$ cat src/rtl/seven_seg_pkg.sv
// Shared constants and types for the 7-segment scan driver.
// - Active-low segment patterns {g,f,e,d,c,b,a}: blank, minus, 'E' and the BCD digit table.
// - Counter-width helper and default counter widths (DIV_W, BLINK_W).
// - Shadow-register bundle latched once per display frame.
package seven_seg_pkg;

    localparam logic [6:0] SEG_BLANK = 7'h7F;
    localparam logic [6:0] SEG_MINUS = 7'h3F;
    localparam logic [6:0] SEG_E     = 7'h06;

    // Codes 10..15 are not BCD and show 'E'.
    localparam logic [6:0] SEG_TABLE [16] = '{
        7'h40, 7'h79, 7'h24, 7'h30, 7'h19, 7'h12, 7'h02, 7'h78,
        7'h00, 7'h10, SEG_E, SEG_E, SEG_E, SEG_E, SEG_E, SEG_E
    };

    // Bits needed to hold counts 0..n-1; never less than one bit.
    function automatic int unsigned cnt_width(input int unsigned n);
        return (n < 2) ? 1 : $clog2(n);
    endfunction

    localparam int unsigned DEF_CLK_HZ   = 100_000_000;
    localparam int unsigned DEF_SCAN_HZ  = 1000;
    localparam int unsigned DEF_BLINK_HZ = 2;

    localparam int unsigned DIV_W   = cnt_width(DEF_CLK_HZ / DEF_SCAN_HZ);
    localparam int unsigned BLINK_W = cnt_width(DEF_CLK_HZ / (2 * DEF_BLINK_HZ));

    typedef struct packed {
        logic [3:0] ones;
        logic [3:0] tens;
        logic [3:0] hundreds;
        logic       sign;
        logic [1:0] cursor;
        logic       cursor_en;
        logic       blank_lz;
    } shadow_t;

endpackage

$ cat src/rtl/seg_decoder.sv
// Combinational BCD to active-low 7-segment decoder.
// Ports:
// - bcd  in   4  digit code; 10..15 decode to 'E'
// - seg  out  7  active-low pattern {g,f,e,d,c,b,a}
module seg_decoder
    import seven_seg_pkg::*;
(
    input  logic [3:0] bcd,
    output logic [6:0] seg
);

    always_comb begin
        seg = SEG_TABLE[bcd];
    end

endmodule

$ cat src/rtl/seven_seg_scan_driver.sv
// Time-multiplexed driver for a 4-digit common-anode 7-segment display.
// Digits are latched into shadow registers once per frame so a frame never mixes values.
// Supports leading-zero blanking and a blinking edit cursor.
// Ports:
// - clk          in   1  system clock
// - reset        in   1  asynchronous active-low reset
// - ones_in      in   4  BCD ones digit
// - tens_in      in   4  BCD tens digit
// - hundreds_in  in   4  BCD hundreds digit
// - sign_in      in   1  1 = negative
// - cursor       in   2  digit under edit: 0 ones, 1 tens, 2 hundreds, 3 sign
// - cursor_en    in   1  enable cursor blinking
// - blank_lz     in   1  enable leading-zero blanking
// - seg          out  7  active-low segments {g,f,e,d,c,b,a}
// - dp           out  1  active-low decimal point, held off
// - an           out  4  active-low anodes, an[0] = ones ... an[3] = sign
// - frame_tick   out  1  pulse in the cycle the shadow registers load
module seven_seg_scan_driver
    import seven_seg_pkg::*;
#(
    parameter int unsigned CLK_HZ   = DEF_CLK_HZ,
    parameter int unsigned SCAN_HZ  = DEF_SCAN_HZ,
    parameter int unsigned BLINK_HZ = DEF_BLINK_HZ
) (
    input  logic       clk,
    input  logic       reset,
    input  logic [3:0] ones_in,
    input  logic [3:0] tens_in,
    input  logic [3:0] hundreds_in,
    input  logic       sign_in,
    input  logic [1:0] cursor,
    input  logic       cursor_en,
    input  logic       blank_lz,
    output logic [6:0] seg,
    output logic       dp,
    output logic [3:0] an,
    output logic       frame_tick
);

    localparam int unsigned DIV     = CLK_HZ / SCAN_HZ;
    localparam int unsigned HALF    = CLK_HZ / (2 * BLINK_HZ);
    localparam int unsigned DIV_CW  = cnt_width(DIV);
    localparam int unsigned HALF_CW = cnt_width(HALF);

    localparam logic [DIV_CW-1:0]  DIV_LAST  = DIV_CW'(DIV - 1);
    localparam logic [HALF_CW-1:0] HALF_LAST = HALF_CW'(HALF - 1);

    localparam logic [1:0] IDX_ONES = 2'd0;
    localparam logic [1:0] IDX_TENS = 2'd1;
    localparam logic [1:0] IDX_HUND = 2'd2;
    localparam logic [1:0] IDX_SIGN = 2'd3;

    logic [DIV_CW-1:0]  presc_q, presc_d;
    logic [HALF_CW-1:0] blink_cnt_q, blink_cnt_d;
    logic               blink_phase_q, blink_phase_d;
    logic [1:0]         idx_q, idx_d;
    logic               started_q, started_d;
    shadow_t            shadow_q, shadow_d;
    logic [6:0]         seg_q, seg_d;
    logic [3:0]         an_q, an_d;

    logic       scan_tick;
    logic       blink_tog;
    logic       load;
    logic [3:0] digit_sel;
    logic [6:0] digit_seg;

    assign scan_tick = (presc_q == DIV_LAST);
    assign blink_tog = (blink_cnt_q == HALF_LAST);
    // The very first scan tick after reset opens a frame without advancing the index.
    assign load      = scan_tick && (!started_q || idx_q == IDX_SIGN);

    always_comb begin
        presc_d       = scan_tick ? '0 : presc_q + 1'b1;
        blink_cnt_d   = blink_tog ? '0 : blink_cnt_q + 1'b1;
        blink_phase_d = blink_tog ? ~blink_phase_q : blink_phase_q;
        idx_d         = idx_q;
        started_d     = started_q;
        shadow_d      = shadow_q;
        if (scan_tick) begin
            started_d = 1'b1;
            idx_d     = started_q ? idx_q + 2'd1 : IDX_ONES;
        end
        if (load) begin
            shadow_d = '{
                ones:      ones_in,
                tens:      tens_in,
                hundreds:  hundreds_in,
                sign:      sign_in,
                cursor:    cursor,
                cursor_en: cursor_en,
                blank_lz:  blank_lz
            };
        end
    end

    always_comb begin
        digit_sel = shadow_q.ones;
        unique case (idx_q)
            IDX_ONES: digit_sel = shadow_q.ones;
            IDX_TENS: digit_sel = shadow_q.tens;
            IDX_HUND: digit_sel = shadow_q.hundreds;
            IDX_SIGN: digit_sel = 4'd0;
            default:  digit_sel = shadow_q.ones;
        endcase
    end

    seg_decoder u_seg_decoder (
        .bcd (digit_sel),
        .seg (digit_seg)
    );

    // Output mux works from registered state, so outputs trail the index by one clock.
    always_comb begin
        seg_d = digit_seg;
        if (idx_q == IDX_SIGN) begin
            seg_d = shadow_q.sign ? SEG_MINUS : SEG_BLANK;
        end
        if (shadow_q.blank_lz && shadow_q.hundreds == 4'd0) begin
            if (idx_q == IDX_HUND) begin
                seg_d = SEG_BLANK;
            end
            if (idx_q == IDX_TENS && shadow_q.tens == 4'd0) begin
                seg_d = SEG_BLANK;
            end
        end
        if (shadow_q.cursor_en && blink_phase_q && idx_q == shadow_q.cursor) begin
            seg_d = SEG_BLANK;
        end
        an_d = ~(4'b0001 << idx_q);
        if (!started_q) begin
            seg_d = SEG_BLANK;
            an_d  = 4'b1111;
        end
    end

    always_ff @(posedge clk or negedge reset) begin
        if (!reset) begin
            presc_q       <= '0;
            blink_cnt_q   <= '0;
            blink_phase_q <= 1'b0;
            idx_q         <= IDX_ONES;
            started_q     <= 1'b0;
            shadow_q      <= '0;
            seg_q         <= SEG_BLANK;
            an_q          <= 4'b1111;
        end else begin
            presc_q       <= presc_d;
            blink_cnt_q   <= blink_cnt_d;
            blink_phase_q <= blink_phase_d;
            idx_q         <= idx_d;
            started_q     <= started_d;
            shadow_q      <= shadow_d;
            seg_q         <= seg_d;
            an_q          <= an_d;
        end
    end

    assign seg        = seg_q;
    assign an         = an_q;
    assign dp         = 1'b1;
    assign frame_tick = load;

endmodule

$ cat config.mk
export PLATFORM = sky130hd
export DESIGN_NAME = seven_seg_scan_driver
export DESIGN_NICKNAME = d
export VERILOG_FILES = /design/src/rtl/seven_seg_pkg.sv /design/src/rtl/seg_decoder.sv /design/src/rtl/seven_seg_scan_driver.sv
export SDC_FILE = /design/constraint.sdc
export NUM_CORES = 1
export LEC_CHECK = 0
export BUFFER_PORTS_ARGS = -buffer_cell sky130_fd_sc_hd__buf_2
export CAP_MARGIN = 20
export CELL_PAD_IN_SITES_DETAIL_PLACEMENT = 1
export CELL_PAD_IN_SITES_GLOBAL_PLACEMENT = 2
export CORE_AREA = 2 2 103 105
export DETAILED_ROUTE_END_ITERATION = 16
export DIE_AREA = 0 0 105 107
export PLACE_DENSITY = 0.81
export SYNTH_ARGS = -nofsm -noshare
export SYNTH_HDL_FRONTEND = slang
export SYNTH_SLANG_ARGS = --single-unit
$ cat constraint.sdc
create_clock -name clk -period 3 [get_ports clk]
set_input_delay 0.6 -clock clk [delete_from_list [all_inputs] [get_ports clk]]
set_output_delay 0.6 -clock clk [all_outputs]
set_load 0.05 [all_outputs]
==> key figures <==
STA
  • Clock skew: 9.00 ps
  • Hold_ws: 308 ps
  • Setup violators final: 0
  • Fin. Hold Viols: 0
  • Post-Route Setup TNS: 0 ps
  • Worst Max-Slew Pin Slew: 715 ps
  • Tmin final: 2690 ps
  • PnR worst setup slack: 305 ps
  • Fmax: 371 MHz
  • Final Max Tran Viols: 0
  • Relative slew margins: 0.523
  • Final worst-path cycle share: 0.898
  • RSZ-0062 raised after global routing: false

Setup path
  • CP top delay family: simple AND/OR/NAND/NOR gates
  • Slowest stage delay, CP: 390 ps
  • Crit path kind: register to output port
  • Crit-path cells: ha_1, and4_1, nand2_4, a2111oi_4, buf_2
  • CP Capture Type: output port
  • Worst EP arrival: 2090 ps
  • Startpoint Class: register
  • Slowest-stage cell, CP: dfrtp_1
  • Peak fanout along the critical path: 6
  • Critical Path RT: 2400 ps
  • Buf+Inv Stages, Crit Path: 1

Clock network
  • # hold bufs at CTS: 0
  • Root buffer cell: clkbuf_8
  • CTS Buf Count: 9
  • Clk slew on worst S/H paths: 70 ps
  • Post_cts resized: 0
  • Clk_lat worst skew: 340 ps
  • Setup Buffers After CTS: 0
  • Count of clock tree sinks: 74
  • H-Tree Depth: 3
  • Clock Tree Buf Depth: 2
  • CTS tree: done

Floorplanning
  • Die Ht: 107 µm
  • Initial Util: 0.343
  • Die X-Extent: 105 µm
  • Core area: 10,100 µm²
  • Site row count: 37
  • IO Count: 32
  • Die ar.: 11,200 µm²

Power
  • Internal power: 1330 µW
  • P_sw: 379 µW
  • Flop pwr share: 0.584
  • Switching Fraction: 0.222
  • Pwr/cell area: 431 nW/µm²
  • Worst vdd ir: 0.184 mV
  • Comb pwr share: 0.021
  • Power share of the clock group: 0.395
  • Leakage Power: 0.00179 µW
  • Final Power: 1710 µW

Detailed routing
  • Initial DRT Pass Iterations: 4
  • Vias/cell: 4.87
  • Initial DRC Count: 35
  • WL per Instance: 14.3 µm
  • Via Count: 2,406
  • Post-Route WL: 7070 µm
  • Routed Antenna Nets: 0
  • Drt drc: 0

Yosys
  • Synth Instances: 313
  • EDFF count, synth: 0
  • Synth Flop Type: dfrtp_1
  • Net Count, Synth: 344
  • Sequential share of the synthesized area: 0.539
  • Synth top area share: 0.456
  • Ranking of synthesized cells by area: dfrtp_1 (46%), dfstp_2 (8.4%), mux2_2 (5.5%)
  • Top cell type by total area after synthesis: dfrtp_1
  • Most frequent cell after synthesis: dfrtp_1
  • Netlist cell types: 39
  • Fraction of registers with async set/reset: 1.00
  • Synth warnings: 0
  • FF+latch count, synth: 74
  • Mapped Avg Cell Area: 11.0 µm²
  • Mapped Area: 3460 µm²
  • Top cells by count, synth: dfrtp_1 (63), nor2_1 (31), nand2_1 (25), nand3_1 (21)

Finish
  • Final Cell Area: 3970 µm²
  • NumNets Final: 384
  • Area Overhead vs Synth: 14.7%
  • Antenna cell count: 0
  • Filler cells: 1,165
  • Layout cells sized above 1: 0.232

Global route
  • Largest net degree at the start of global routing: 46
  • GRT Util Overall: 0.140
  • Vias in the first global route: 2,577
  • First-pass GRT wire length: 12,600 µm
  • Initial antenna violation count: 0
  • Total gr overflow: 0

Placed design
  • # port buffers: 30
  • Post-DP HPWL: 5110 µm
  • Post-DP Area: 3800 µm²
  • Worst slack, placed: 646 ps
  • Placer Congestion: 0.755

Status
  • Status: finished, final reports clean

Run
  • Max Cap Violations: 0

Worst hold path
  • Min-delay worst type: input port to asynchronous set/reset pin
## layout make-up
cell class	count	area, µm²	area share
clock inverter	3	15.0	0.00379
clock buffer	13	149	0.0376
tap	136	170	0.0429
sequential	74	1870	0.470
multi-input combinational	222	1510	0.382
inverter	8	30.0	0.00757
timing repair buffer	38	223	0.0562
## routing by layer
layer  global-route usage  share of wire  vias to the layer above  routed length, µm
li1                     -              -                     1158                  -
met1                0.182           0.47                     1216               3320
met2                0.232           0.50                       24               3520
met3               0.0347          0.025                        8                179
met4               0.0400         0.0082                        0                 58
met5                    0              0                        -                  0
## per-stage QoR
stage                     instances   util
after floorplan                 313      -
after global placement          478  0.377
after detailed placement        478  0.377
after CTS                       494  0.393
after global routing            494  0.393
final                           494  0.393
## logic make-up after synthesis
family                   count (synthesis)  share of synthesized area
AND/OR/NAND/NOR                        125                      0.186
flip-flops                              74                      0.539
XOR/XNOR                                36                     0.0912
AO/OA/AOI/OAI                           28                     0.0514
multiplexers                            20                     0.0644
buffers and inverters                   17                     0.0232
adder cells (fa/ha/maj)                 12                     0.0434
other                                    1                    0.00108
## state kept, by name, summed over array words and instances, names as in the netlist
name / cells
seg: 7
an: 4
idx_q: 2
blink_cnt_q: 25
shadow_q: 17
started_q: 1
presc_q: 17
blink_phase_q: 1
## power groups by stage
stage,Combinational (µW),Sequential (µW),Clock (µW)
2_1_floorplan,3.92,1020,0
3_3_place_gp,37.5,1020,0
3_5_place_dp,38.2,1020,0
4_1_cts,38.3,997,703
5_1_grt,41.9,997,746
6_report,36.3,998,674
## placed cells by master, fill, tap and decap left out, types with 12 or more instances in the layout
cell and instances:
dfrtp_1 63, mux2_2 17, buf_2 30, nand3_1 21, nor2_1 31, o21ai_0 13, ha_1 12, xor2_1 18
xnor2_1 18, nand2_1 25
## worst paths after layout
kind                                            from  depth (start not counted)  slack (ps)                        end
max                             presc_q[0]$_DFF_PN0_                          5         310                 frame_tick
min                                            reset                          1         310   blink_cnt_q[4]$_DFF_PN0_
max reg2reg                     idx_q[0]$_DFFE_PN0N_                          9         650           seg[1]$_DFF_PN1_
min reg2reg                blink_phase_q$_DFFE_PN0N_                          1         470  blink_phase_q$_DFFE_PN0N_
max in group asynchronous                      reset                          2        1930            an[3]$_DFF_PN1_
min in group clk           blink_phase_q$_DFFE_PN0N_                          1         470  blink_phase_q$_DFFE_PN0N_
No activity file was read; power rests on OpenSTA's default activity.
